==> src/rtl/utf_pkg.sv <==
// Shared UTF constants, the serialiser state type and a byte-select helper
// used by the UTF-8/UTF-16 codec blocks.
package utf_pkg;

  localparam logic [31:0] UNI_MAX      = 32'h0010FFFF;
  localparam logic [31:0] SUR_LO       = 32'h0000D800;
  localparam logic [31:0] SUR_HI       = 32'h0000DFFF;
  localparam logic [15:0] BOM_CP       = 16'hFEFF;
  localparam logic [15:0] REPL_DEFAULT = 16'hFFFD;

  typedef enum logic [1:0] {
    IDLE = 2'd0,
    BOM  = 2'd1,
    EMIT = 2'd2
  } state_t;

  // Big-endian sends the high byte first; little-endian sends the low byte first.
  function automatic logic [7:0] unit_byte(input logic [15:0] u, input logic be,
                                           input logic second);
    unit_byte = (be ^ second) ? u[15:8] : u[7:0];
  endfunction

endpackage

==> src/rtl/utf16_split.sv <==
// Combinational classification of a code point into one or two UTF-16 code units,
// substituting REPL_CHAR for errored, surrogate or out-of-range values.
module utf16_split
  import utf_pkg::*;
#(
  parameter logic [15:0] REPL_CHAR = REPL_DEFAULT
) (
  input  logic [31:0] i_cp_data,
  input  logic        i_cp_error,
  output logic [15:0] o_unit0,
  output logic [15:0] o_unit1,
  output logic        o_two_units,
  output logic        o_subst
);

  logic [19:0] w_v;
  logic        w_surr;
  logic        w_range;

  // Subtracting in 20 bits is exact for every supplementary code point.
  assign w_v     = i_cp_data[19:0] - 20'h10000;
  assign w_range = i_cp_data > UNI_MAX;
  assign w_surr  = (i_cp_data >= SUR_LO) && (i_cp_data <= SUR_HI);

  always_comb begin
    o_subst     = i_cp_error || w_range || w_surr;
    o_unit0     = REPL_CHAR;
    o_unit1     = 16'h0000;
    o_two_units = 1'b0;
    if (!o_subst) begin
      if (i_cp_data < 32'h00010000) begin
        o_unit0 = i_cp_data[15:0];
      end else begin
        o_unit0     = {6'b110110, w_v[19:10]};
        o_unit1     = {6'b110111, w_v[9:0]};
        o_two_units = 1'b1;
      end
    end
  end

endmodule

==> src/rtl/utf16_encoder.sv <==
// Serialises accepted code points as UTF-16 bytes (2 or 4 per character),
// with optional one-shot byte-order mark and a saturating substitution counter.
module utf16_encoder
  import utf_pkg::*;
#(
  parameter logic [15:0] REPL_CHAR = REPL_DEFAULT,
  parameter bit          EMIT_BOM  = 1'b0,
  parameter int          CNT_W     = 16
) (
  input  logic             clk,
  input  logic             rst_in,
  input  logic             cp_valid,
  output logic             cp_ready,
  input  logic [31:0]      cp_data,
  input  logic             cp_error,
  input  logic             be,
  output logic             out_valid,
  input  logic             out_ready,
  output logic [7:0]       out_data,
  output logic             out_last,
  output logic             replaced,
  output logic [CNT_W-1:0] repl_count,
  output logic [1:0]       dbg_state
);

  localparam logic [CNT_W-1:0] CNT_ONE = {{(CNT_W-1){1'b0}}, 1'b1};

  state_t           r_state;
  logic [15:0]      r_unit0;
  logic [15:0]      r_unit1;
  logic             r_two;
  logic             r_be;
  logic             r_bom_pend;
  logic [1:0]       r_cnt;
  logic             r_out_valid;
  logic [7:0]       r_out_data;
  logic             r_out_last;
  logic             r_replaced;
  logic [CNT_W-1:0] r_repl_count;

  logic [15:0] w_unit0;
  logic [15:0] w_unit1;
  logic        w_two;
  logic        w_subst;
  logic        w_accept;
  logic        w_xfer;
  logic [1:0]  w_last_idx;
  logic [1:0]  w_next_cnt;
  logic [15:0] w_next_unit;

  utf16_split #(.REPL_CHAR(REPL_CHAR)) u_split (
    .i_cp_data   (cp_data),
    .i_cp_error  (cp_error),
    .o_unit0     (w_unit0),
    .o_unit1     (w_unit1),
    .o_two_units (w_two),
    .o_subst     (w_subst)
  );

  // Both ports: a transfer happens on a rising edge where valid & ready are high;
  // a producer holding valid keeps its data stable and never drops valid before that.
  assign cp_ready    = rst_in && (r_state == IDLE);
  assign w_accept    = cp_valid && cp_ready;
  assign w_xfer      = r_out_valid && out_ready;
  assign w_last_idx  = r_two ? 2'd3 : 2'd1;
  assign w_next_cnt  = r_cnt + 2'd1;
  assign w_next_unit = w_next_cnt[1] ? r_unit1 : r_unit0;

  always_ff @(posedge clk or negedge rst_in) begin
    if (!rst_in) begin
      r_state      <= IDLE;
      r_unit0      <= 16'h0000;
      r_unit1      <= 16'h0000;
      r_two        <= 1'b0;
      r_be         <= 1'b0;
      r_bom_pend   <= EMIT_BOM;
      r_cnt        <= 2'd0;
      r_out_valid  <= 1'b0;
      r_out_data   <= 8'h00;
      r_out_last   <= 1'b0;
      r_replaced   <= 1'b0;
      r_repl_count <= '0;
    end else begin
      r_replaced <= 1'b0;
      case (r_state)
        IDLE: begin
          if (w_accept) begin
            r_unit0     <= w_unit0;
            r_unit1     <= w_unit1;
            r_two       <= w_two;
            r_be        <= be;
            r_cnt       <= 2'd0;
            r_out_valid <= 1'b1;
            r_out_last  <= 1'b0;
            if (r_bom_pend) begin
              r_state    <= BOM;
              r_out_data <= unit_byte(BOM_CP, be, 1'b0);
            end else begin
              r_state    <= EMIT;
              r_out_data <= unit_byte(w_unit0, be, 1'b0);
            end
            if (w_subst) begin
              r_replaced <= 1'b1;
              if (r_repl_count != '1) r_repl_count <= r_repl_count + CNT_ONE;
            end
          end
        end
        BOM: begin
          if (w_xfer) begin
            if (r_cnt == 2'd0) begin
              r_cnt      <= 2'd1;
              r_out_data <= unit_byte(BOM_CP, r_be, 1'b1);
            end else begin
              r_cnt      <= 2'd0;
              r_bom_pend <= 1'b0;
              r_state    <= EMIT;
              r_out_data <= unit_byte(r_unit0, r_be, 1'b0);
            end
          end
        end
        EMIT: begin
          if (w_xfer) begin
            if (r_cnt == w_last_idx) begin
              r_state     <= IDLE;
              r_cnt       <= 2'd0;
              r_out_valid <= 1'b0;
              r_out_data  <= 8'h00;
              r_out_last  <= 1'b0;
            end else begin
              r_cnt      <= w_next_cnt;
              r_out_data <= unit_byte(w_next_unit, r_be, w_next_cnt[0]);
              r_out_last <= (w_next_cnt == w_last_idx);
            end
          end
        end
        default: r_state <= IDLE;
      endcase
    end
  end

  assign out_valid  = r_out_valid;
  assign out_data   = r_out_data;
  assign out_last   = r_out_last;
  assign replaced   = r_replaced;
  assign repl_count = r_repl_count;
  assign dbg_state  = r_state;

endmodule

==> config.mk <==
export PLATFORM = sky130hd
export DESIGN_NAME = utf16_encoder
export DESIGN_NICKNAME = d
export VERILOG_FILES = /design/src/rtl/utf_pkg.sv /design/src/rtl/utf16_split.sv /design/src/rtl/utf16_encoder.sv
export SDC_FILE = /design/constraint.sdc
export NUM_CORES = 1
export LEC_CHECK = 0
export CAP_MARGIN = 20
export CORE_MARGIN = 3
export CORE_UTILIZATION = 39
export CTS_BUF_LIST = sky130_fd_sc_hd__clkbuf_4
export DETAILED_ROUTE_END_ITERATION = 8
export GPL_ROUTABILITY_DRIVEN = 0
export MAX_ROUTING_LAYER = met4
export PLACE_DENSITY_LB_ADDON = 0.2
export SLEW_MARGIN = 5
export SYNTH_ARGS = -nofsm -noshare
export SYNTH_HDL_FRONTEND = slang
export SYNTH_SLANG_ARGS = --single-unit
==> constraint.sdc <==
create_clock -name clk -period 3.2 [get_ports clk]
set_input_delay 0.48 -clock clk [delete_from_list [all_inputs] [get_ports clk]]
set_output_delay 0.48 -clock clk [all_outputs]
set_load 0.01 [all_outputs]
==> results.cfg <==
[worst_setup_path]
arrival_ns = 2.92
cp-startpoint = cp_data[16]
reg2regPathDepth = 6
cp_top_family = simple AND/OR/NAND/NOR gates
cp-start-kind = primary input
r2r-start = repl_count[0]$_DFFE_PN0P_
crit_fanout = 28
path_class = primary input to register
worstPathRequired_ns = 3.51
critPathBufInv = 3
slowest_delay_ns = 0.51
end_kind = register
worstReg2RegEnd = repl_count[1]$_DFFE_PN0P_
r2r_slack_ns = 0.91
slowest_stage = or4b_4
crit_chain = clkdlybuf4s50_1 -> inv_1 -> ha_1 -> or4b_4 -> or3_1 -> nand3_1 -> buf_4 -> a21oi_1 -> o311ai_1

[die]
core_mm2 = 0.00741
initial_core_util_pct = 41.0
die_area_mm2 = 0.00888
die_h_um = 94.2
row_count = 31
die_w_um = 94.2
io_pins = 68

[yosys]
synth_nets = 332
synthFlopType = dfrtp_1
ys_warn_count = 0
avgSynthCellArea_um2 = 10.4
synth_seq_area_share_pct = 47.0
syn_area_mm2 = 0.00304
postSynth.asyncResetShare_pct = 100
synth-edff-count = 0
ys_types = 53
ys_ff_latch = 57
synthCells = 292

[layout]
finalNonFillerCells = 467
layout-drive-gt1-share_pct = 11.7
final_area_mm2 = 0.00395
n_fill_cell = 688
final_nets = 403
diodes = 0
area_growth_syn_to_layout_pct = 30.0

[timing]
slew_viol_final = 0
setup_viol = 0
rsz0062_at_grt = no
tightest_slew_ns = 0.736
final.setup.tns_ns = 0
finalClockSkew_ns = 0.0165
min_period_ns = 2.62
period_share_pct = 81.7
hold_violations = 0
maxSlewHeadroom_pct = 50.9
maxClockFrequency_ghz = 0.382
setup_slack_ns = 0.585

[power]
leakage_nw = 1.62
p_per_area_mw_per_mm2 = 642
fin_total_pwr_w = 0.00253
peakVddDrop_mv = 0.237

[clock_tree]
path_clk_slew_ns = 0.11
ctsResizeCount = 0
htreeDepth = 3
cts_buffers = 9
clock_latency_ns = 0.41
root_buffer = clkbuf_4
clockBufferDepth = 2
cts_tree = done
cts_hold_buf = 0
cts.sinks = 57
cts_setup_buffers = 0

[route]
drt-total-wl_um = 8080
vias = 2580
wire_per_inst_um = 17.3
drtAntennaViolNets = 0
drt-vias-per-instance = 5.52
drtIter0Drc = 203
first_pass_iters = 4
remaining_drc_errors = 0

[outcome]
status = completed

[hold_path]
min_path_type = primary input to async pin

[grt]
overflow = 0
grt_max_degree = 58
grt_antenna_before_repair = 0
grt_first_pass_wirelength_um = 12900
grt_pass1_vias = 2504
grt_usage_pct = 19.7

[placement]
dp.cells = 451
dpl_cell_area_mm2 = 0.00382
portBuffers = 66
dp_slack_ns = 0.148
hpwlAfterDp_um = 5790

[run]
maxCapViolCount = 0
-- per-layer routing --
| layer | vias up | part of all wire, % | track usage, % |
|---|---|---|---|
| met4 | 0 | 1.8 | 7.94 |
| met5 | - | 0 | - |
| li1 | 1234 | - | - |
| met2 | 85 | 45 | 27.4 |
| met3 | 13 | 5.2 | 3.21 |
| met1 | 1248 | 48 | 28.7 |
-- metrics by stage --
step / utilization, % / hold slack, ns
final: 53.3 / 0.262
after global routing: 53.3 / 0.322
after CTS: 53.3 / 0.295
after detailed placement: 51.5 / 0.462
after global placement: 51.5 / 0.459
after floorplan: - / 0.184
-- power breakdown --
part	switching (W)	total, W	internal [W]
Sequential	0.000154	0.00106	0.000904
Clock	0.000285	0.000515	0.000230
Combinational	0.000440	0.000959	0.000518
-- worst max path at each step --
stage | to | slack, ns | cells after the start
final | out_data[1]$_DFFE_PN0P_ | 0.58 | 9
after global routing | out_data[3]$_DFFE_PN0P_ | 0.47 | 9
after CTS | out_data[1]$_DFFE_PN0P_ | 0.60 | 9
after detailed placement | repl_count[6]$_DFFE_PN0P_ | 0.15 | 9
after global placement | out_data[1]$_DFFE_PN0P_ | 0.18 | 9
after floorplan | r_unit1[1]$_DFFE_PN0P_ | 0.79 | 9
-- layout make-up --
cell class                 instances  area, um^2  area share (%)
multi-input combinational        211        1490            37.9
sequential                        57        1430            36.2
timing repair buffer              79         753            19.1
tap                               99         124            3.14
clock buffer                       9        67.6            1.71
clock inverter                     7        61.3            1.55
inverter                           5        18.8           0.476
-- cell families (layout without fill, tap and decap cells) --
kind of cell / count (synthesis) / in the layout / synth area share, %
buffers and inverters: 24 / 100 / 3.79
other: 1 / 1 / 0.124
flip-flops: 57 / 57 / 47.0
multiplexers: 13 / 13 / 7.54
adder cells (fa/ha/maj): 2 / 2 / 0.824
XOR/XNOR: 18 / 18 / 5.19
AO/OA/AOI/OAI: 72 / 72 / 16.7
AND/OR/NAND/NOR: 105 / 105 / 18.9
-- Yosys cell counts (3+ instances only) --
| cell type | count | area share, % |
|---|---|---|
| nor3_1 | 8 | 1.3 |
| mux2_2 | 3 | 1.1 |
| or4_1 | 3 | 0.74 |
| and3_1 | 4 | 0.82 |
| and2_1 | 5 | 1.0 |
| dfrtp_1 | 57 | 47 |
| a2111oi_0 | 4 | 1.2 |
| o31ai_1 | 6 | 1.5 |
| nor2_1 | 11 | 1.4 |
| nand4_1 | 10 | 2.1 |
| buf_2 | 5 | 0.82 |
| clkbuf_1 | 10 | 1.2 |
| nor2b_1 | 3 | 0.62 |
| a21oi_1 | 9 | 1.5 |
| a22oi_1 | 7 | 1.7 |
| xnor2_1 | 17 | 4.9 |
| mux2i_1 | 3 | 0.99 |
| buf_4 | 3 | 0.74 |
| o21ai_0 | 21 | 3.5 |
| nand3_1 | 12 | 2.0 |
| a22o_1 | 10 | 2.9 |
| inv_1 | 5 | 0.62 |
| nand2_1 | 32 | 4.0 |
| mux4_2 | 5 | 3.7 |
-- cell usage in the layout, fill, tap and decap left out, types with 3 or more instances in the layout --
cell / synthesis / layout
clkinv_2: 0 / 4
or4_1: 3 / 3
o31ai_1: 6 / 6
nor3_1: 8 / 8
clkbuf_4: 0 / 9
nand2_1: 32 / 32
a22o_1: 10 / 10
buf_4: 3 / 13
nand4_1: 10 / 10
nand3_1: 12 / 12
a2111oi_0: 4 / 4
and3_1: 4 / 4
xnor2_1: 17 / 17
a22oi_1: 7 / 7
nor2_1: 11 / 11
dfrtp_1: 57 / 57
mux2i_1: 3 / 3
inv_1: 5 / 5
o21ai_0: 21 / 21
mux2_2: 3 / 3
nor2b_1: 3 / 3
and2_1: 5 / 5
a21oi_1: 9 / 9
clkdlybuf4s50_1: 0 / 65
mux4_2: 5 / 5
-- state kept, by name, summed over array words and instances, names as in the netlist --
name	count
dbg_state	1
out_data	8
out_last	1
r_be	1
r_cnt	2
r_unit0	16
r_unit1	11
repl_count	16
replaced	1
No activity file was read; power rests on OpenSTA's default activity.
